==> src/rtl/uart_cmd_framer.sv <==
// uart_cmd_framer: assembles sync/opcode/A/B/checksum UART packets into a 66-bit command word
// and presents it to the task controller with a level-valid / ack handshake.
module uart_cmd_framer #(
  parameter logic [7:0] SYNC_BYTE      = 8'hA5,
  parameter int         TIMEOUT_CYCLES = 100000
) (
  input  logic        clk,
  input  logic        reset,
  input  logic [7:0]  rx_data,
  input  logic        rx_valid,
  input  logic        cmd_ack,
  output logic [65:0] cmd_word,
  output logic        cmd_valid,
  output logic        frame_err,
  output logic [1:0]  err_code,
  output logic        overrun,
  output logic        busy
);
  localparam int TW = $clog2(TIMEOUT_CYCLES);
  typedef enum logic [2:0] {HUNT, OPC, A_BYTES, B_BYTES, CHK} state_t;
  state_t        r_state;
  logic [TW-1:0] r_tmo;
  logic [1:0]    r_cnt;
  logic [7:0]    r_chk;
  logic [1:0]    r_opc;
  logic [31:0]   r_a;
  logic [31:0]   r_b;
  assign busy = r_state != HUNT;
  always_ff @(posedge clk) begin
    if (reset) begin
      r_state   <= HUNT;
      r_tmo     <= '0;
      r_cnt     <= '0;
      r_chk     <= '0;
      r_opc     <= '0;
      r_a       <= '0;
      r_b       <= '0;
      cmd_word  <= '0;
      cmd_valid <= 1'b0;
      frame_err <= 1'b0;
      err_code  <= 2'b00;
      overrun   <= 1'b0;
    end else begin
      frame_err <= 1'b0;
      if (cmd_valid && cmd_ack) cmd_valid <= 1'b0;
      if (r_state == HUNT || rx_valid) r_tmo <= '0;
      else if (r_tmo == TW'(TIMEOUT_CYCLES - 1)) begin
        frame_err <= 1'b1;
        err_code  <= 2'b10;
        r_state   <= HUNT;
        r_tmo     <= '0;
      end else r_tmo <= r_tmo + 1'b1;
      if (rx_valid) begin
        case (r_state)
          HUNT: if (rx_data == SYNC_BYTE) begin
            r_state <= OPC;
            r_chk   <= '0;
          end
          OPC: if (|rx_data[7:2]) begin
            frame_err <= 1'b1;
            err_code  <= 2'b11;
            r_state   <= HUNT;
          end else begin
            r_opc   <= rx_data[1:0];
            r_chk   <= r_chk ^ rx_data;
            r_cnt   <= '0;
            r_state <= A_BYTES;
          end
          A_BYTES: begin
            r_a   <= {r_a[23:0], rx_data};
            r_chk <= r_chk ^ rx_data;
            r_cnt <= r_cnt + 1'b1;
            if (r_cnt == 2'd3) r_state <= B_BYTES;
          end
          B_BYTES: begin
            r_b   <= {r_b[23:0], rx_data};
            r_chk <= r_chk ^ rx_data;
            r_cnt <= r_cnt + 1'b1;
            if (r_cnt == 2'd3) r_state <= CHK;
          end
          CHK: begin
            r_state <= HUNT;
            if (rx_data != r_chk) begin
              frame_err <= 1'b1;
              err_code  <= 2'b01;
            end else if (!cmd_valid || cmd_ack) begin
              // a same-cycle ack frees the slot, so the new word replaces the old one
              cmd_word  <= {r_b, r_a, r_opc};
              cmd_valid <= 1'b1;
            end else overrun <= 1'b1;
          end
          default: r_state <= HUNT;
        endcase
      end
    end
  end
endmodule

==> config.mk <==
export PLATFORM = sky130hd
export DESIGN_NAME = uart_cmd_framer
export DESIGN_NICKNAME = d
export VERILOG_FILES = /design/src/rtl/uart_cmd_framer.sv
export SDC_FILE = /design/constraint.sdc
export NUM_CORES = 1
export LEC_CHECK = 0
export BUFFER_PORTS_ARGS = -buffer_cell sky130_fd_sc_hd__buf_4
export CORE_ASPECT_RATIO = 0.8
export CORE_MARGIN = 1
export CORE_UTILIZATION = 50
export CTS_BUF_LIST = sky130_fd_sc_hd__clkbuf_2 sky130_fd_sc_hd__clkbuf_4 sky130_fd_sc_hd__clkbuf_8
export DETAILED_ROUTE_END_ITERATION = 10
export PLACE_DENSITY = 0.7
export SLEW_MARGIN = 20
export SYNTH_ARGS = -nofsm -noshare
export SYNTH_HDL_FRONTEND = slang
export SYNTH_SLANG_ARGS = --single-unit
export TNS_END_PERCENT = 30
==> constraint.sdc <==
create_clock -name clk -period 5.2 [get_ports clk]
set_clock_uncertainty 0.2 [all_clocks]
set_input_delay 1.04 -clock clk [delete_from_list [all_inputs] [get_ports clk]]
set_output_delay 1.04 -clock clk [all_outputs]
set_load 0.02 [all_outputs]
Yosys cells after proc, flatten, opt, wreduce, memory -nomap -nowiden:

Index checks and enable logic that the tools add are counted.

* bits in registers: 167

* add/subtract/negate cells: 2
* equal/unequal tests: 10
* muxes and demuxes: 30
* bitwise operators: 4
* reduce and logical (&&, ||, !) cells: 18

Operator list (count)
* case mux 8 bit (3 select lines): 1
* 2-to-1 mux 3 bit: 6
* adder 17 x 1 -> 17 bit (second input constant): 1
* equality test 17 bit (second input constant): 1
* 2-to-1 mux 8 bit: 2
* 2-to-1 mux 2 bit: 7
* case mux 3 bit (4 select lines): 1
* AND reduction 4 bit: 3
* 2-to-1 mux 1 bit: 10
* equality test 8 bit (second input constant): 1
* inequality test 8 bit: 1
* case mux 2 bit (2 select lines): 2
* bitwise XOR 8 bit: 1
* equality test 3 x 2 -> 1 bit (second input constant): 2
* AND reduction 3 bit: 2
* nonzero test 3 bit: 2
* OR reduction 6 bit: 1
* AND reduction 2 bit: 2
* equality test 3 x 1 -> 1 bit (second input constant): 1
* equality test 3 bit (second input constant): 1
* zero test 3 bit: 1
* NOT 1 bit: 3
* OR reduction 3 bit: 1
* adder 2 x 1 -> 2 bit (second input constant): 1
* other kinds (9): 10

Longest topological paths before layout:

* word-level depth: 6
* mapped depth: 8

Worst setup path after synthesis:

OpenSTA, ideal clock, no wires.

* kind: input port to flip-flop
* from: input port rx_data[4]
* to: register r_chk[0]
* data arrival time: 2.520 ns
* data required time: 4.862 ns
* setup slack: 2.342 ns
* cell stages on the path: 5
* buffers on the path: 1
* cell sequence: clkbuf_2 > or3_1 > or4_4 > a211oi_4 > a211oi_1

* cells in the longest elaborated chain, start to end: 3

Ends and longest elaborated chain
* start: declaration: RTL line 9 `input logic [7:0] rx_data,`
* equality test 8 bit / OR reduction 6 bit (equally long branches): RTL line 55, 59
* inequality test 2 x 1 -> 1 bit (no line) / inequality test 2 bit (equally long branches)
* AND reduction 4 bit (no line) *
* end signal: assignment: RTL line 65 `r_chk <= r_chk ^ rx_data;`
* end signal: assignment: RTL line 71 `r_chk <= r_chk ^ rx_data;`
* end signal: assignment: RTL line 77 `r_chk <= r_chk ^ rx_data;`
* end: declaration: RTL line 24 `logic [7:0] r_chk;`

Every way passes the cells marked *; elsewhere a longest branch is shown, timed or not.
A chain may end at the register's enable or synchronous reset.

Worst setup path after layout:

* from: register r_state[0]
* to: output port busy

* cells in the longest elaborated chain, start to end: 1

Ends and longest elaborated chain
* start: declaration: RTL line 21 `state_t r_state;`
* start signal: assignment: RTL line 31 `r_state <= HUNT;`
* start signal: assignment: RTL line 50 `r_state <= HUNT;`
* start signal: assignment: RTL line 56 `r_state <= OPC;`
* nonzero test 3 bit: RTL line 28 `assign busy = r_state != HUNT;`
* end: declaration: RTL line 17 `output logic busy`

No other way between the ends.

==> out/qor.csv <==
metric,value,unit
Layout fillers,1161,
Non-Filler Instances,1017,
Pleak,2.59,nW
min-delay src,r_a[28]$_SDFFE_PP0P_,
CP cell instances,nor3_1 -> inv_1 -> buf_4,
R2R Path Start,r_state[0]$_SDFF_PP0_,
PostCTS Resize Cnt,0,
"Top FF cell, synth",dfxtp_1,
die area,14200,um^2
fin area,7870,um^2
vias in the first global route,5539,
status,"finished, final reports clean",
Port Buffers,83,
final hold vios,0,
CTS tree,done,
Max Freq,355,MHz
"Worst Path Class, Setup",register to primary output,
routed via count,6096,
synth cell count leaders,"dfxtp_1, a21oi_1, nand2_1, nand4_1, o31ai_1",
clock power share,0.444,
dpl cells,986,
most common cell in the netlist,dfxtp_1,
grt met2 use,0.385,
Area Overhead vs Synth,14.4,%
#FFs+latches synth,167,
GRT Util Overall,0.249,
fin crit period,2.81,ns
Clock Tree Root,clkbuf_8,
multi-input combinational cell area,3120,um^2
first drt pass iteration count,5,
Layout Nets,844,
initial DRC count,542,
clk_lat worst skew,0.45,ns
Overflow after GRT,0,
max-cap viol count,0,
met1 Usage GRT,0.351,
library cells used by synthesis,46,
switching pwr,524,uW
cts hold-fix bufs,0,
number of flops mapped to enable cells by yosys,0,
remaining antenna violation count,0,
syn nets,824,
setup_tns,0,ns
Post-DP Area,7400,um^2
Avg Synthesized Cell Area,8.49,um^2
CTS Buffer Depth,2,
asr flop ratio synth,0,
largest net degree at the start of global routing,88,
Routability Congestion,0.872,
WL/cell,17.0,um
Flop pwr share,0.530,
Worst Path Arrival,1.57,ns
Hold Crit Class,register to register,
Slew headroom,0.294,
initial core utilization,0.523,
post-CTS setup repair buffer count,0,
Worst setup SP type,register,
clk sinks,167,
Comb power frac,0.027,
Slew @ Worst Pin,1.06,ns
drt total wl,17300,um
drc violations,0,
"area leader, netlist",dfxtp_1,
Rows,37,
Worst Path Max Fanout,14,
Die X,133,um
CTS buffer count,17,
H-tree level count,4,
Via density,5.99,
n_diodes,0,
Crit path required time,3.96,ns
grt met3 use,0.0511,
Crit-path slowest cell,dfxtp_1,
synthesized area,6880,um^2
global-route wire length before repair,28500,um
Switching Share,0.217,
CP Capture Type,primary output,
Final Max Tran Viols,0,
Reg area,3340,um^2
Post-Syn Instances,810,
Max rail drop VDD,0.188,mV
core area,13100,um^2
"top cells by area, synth","dfxtp_1, a21oi_1, nand2_1",
crit share post-route,0.541,
Die Y,107,um
Worst setup startpoint,r_state[0]$_SDFF_PP0_,
crit-path max cell delay,0.45,ns
I/O Pins,84,
initial antenna violation count,0,
Int Power,1.89,mW
share of the synthesized area in the top cell type,0.486,
synth warn,0,
Power Dens Cells,306,nW/um^2
"Seq/Total Area, Yosys",0.486,
"Setup violations, final",0,
layer with the highest usage,met2,
RSZ-0062 raised after global routing,false,
HPWL after detailed placement,10700,um
Clock transition at path regs,0.08,ns
share of layout cells above drive strength 1,0.158,
cell type report:
class                      instances  area share
inverter                           3     0.00143
sequential                       167       0.425
clock inverter                    11      0.0250
clock buffer                      20      0.0334
timing repair buffer              90      0.0909
multi-input combinational        551       0.397
tap                              175      0.0278
final timing paths:
path                               to  slack (ns)  depth (start not counted)
min              r_a[28]$_SDFFE_PP0P_        0.26                          2
max reg2reg  cmd_word[2]$_SDFFE_PP0P_        2.75                          5
min reg2reg      r_a[28]$_SDFFE_PP0P_        0.26                          2
max                              busy        2.39                          3
layout by cell type (no fill, tap or decap), drive strengths merged, types with 7 or more instances in the layout:
| cell | n |
|---|---|
| xnor2 | 9 |
| o21a | 8 |
| o31ai | 69 |
| buf | 90 |
| a21oi | 143 |
| nor2 | 19 |
| nand4 | 76 |
| nand2 | 138 |
| o21ai | 7 |
| nand3 | 8 |
| a211oi | 9 |
| xor2 | 12 |
| clkbuf | 20 |
| dfxtp | 167 |
flip-flops by register name, indices dropped and copies added, names as in the netlist:
| register | flops |
|---|---|
| r_b | 32 |
| r_chk | 8 |
| r_opc | 2 |
| frame_err | 1 |
| r_cnt | 2 |
| err_code | 2 |
| overrun | 1 |
| r_state | 3 |
| r_a | 32 |
| cmd_word | 66 |
| cmd_valid | 1 |
| r_tmo | 17 |
worst max-delay path: cells and delay by family, from the launching register on:
family	cells	cell delay, ns
buffers and inverters	2	0.25
and+or+nand+nor	1	0.43
DFF	1	0.45
through the flow:
stage / setup WS, ns / power, mW / utilization / hold WS [ns]
after global routing: 2.25 / 2.49 / 0.599 / 0.280
after floorplan: 2.34 / 1.36 / - / 0.226
final: 2.39 / 2.41 / 0.599 / 0.259
after global placement: 1.87 / 1.37 / 0.559 / 0.237
after detailed placement: 1.83 / 1.37 / 0.563 / 0.247
after CTS: 2.29 / 2.43 / 0.598 / 0.260
cells by family (layout without fill, tap and decap cells):
logic type / count (synthesis) / after routing / share of synthesized area
XOR/XNOR: 21 / 21 / 0.0267
AO/OA/AOI/OAI: 249 / 249 / 0.219
buffers and inverters: 92 / 124 / 0.0626
adder cells (fa/ha/maj): 2 / 2 / 0.00364
multiplexers: 2 / 2 / 0.00291
flip-flops: 167 / 167 / 0.486
AND/OR/NAND/NOR: 277 / 277 / 0.199
routing by layer:
layer,part of all wire,up-vias
met5,0,-
met4,0.0097,0
met3,0.054,18
met2,0.46,217
met1,0.48,2893
li1,-,2968
power groups by stage:
stage	Sequential (mW)	Combinational (mW)	Clock [mW]
6_report	1.28	0.0640	1.07
5_1_grt	1.28	0.0687	1.14
4_1_cts	1.28	0.0627	1.09
3_5_place_dp	1.31	0.0624	0
3_3_place_gp	1.31	0.0580	0
2_1_floorplan	1.31	0.0477	0
Power figures use the tool's default switching activity.
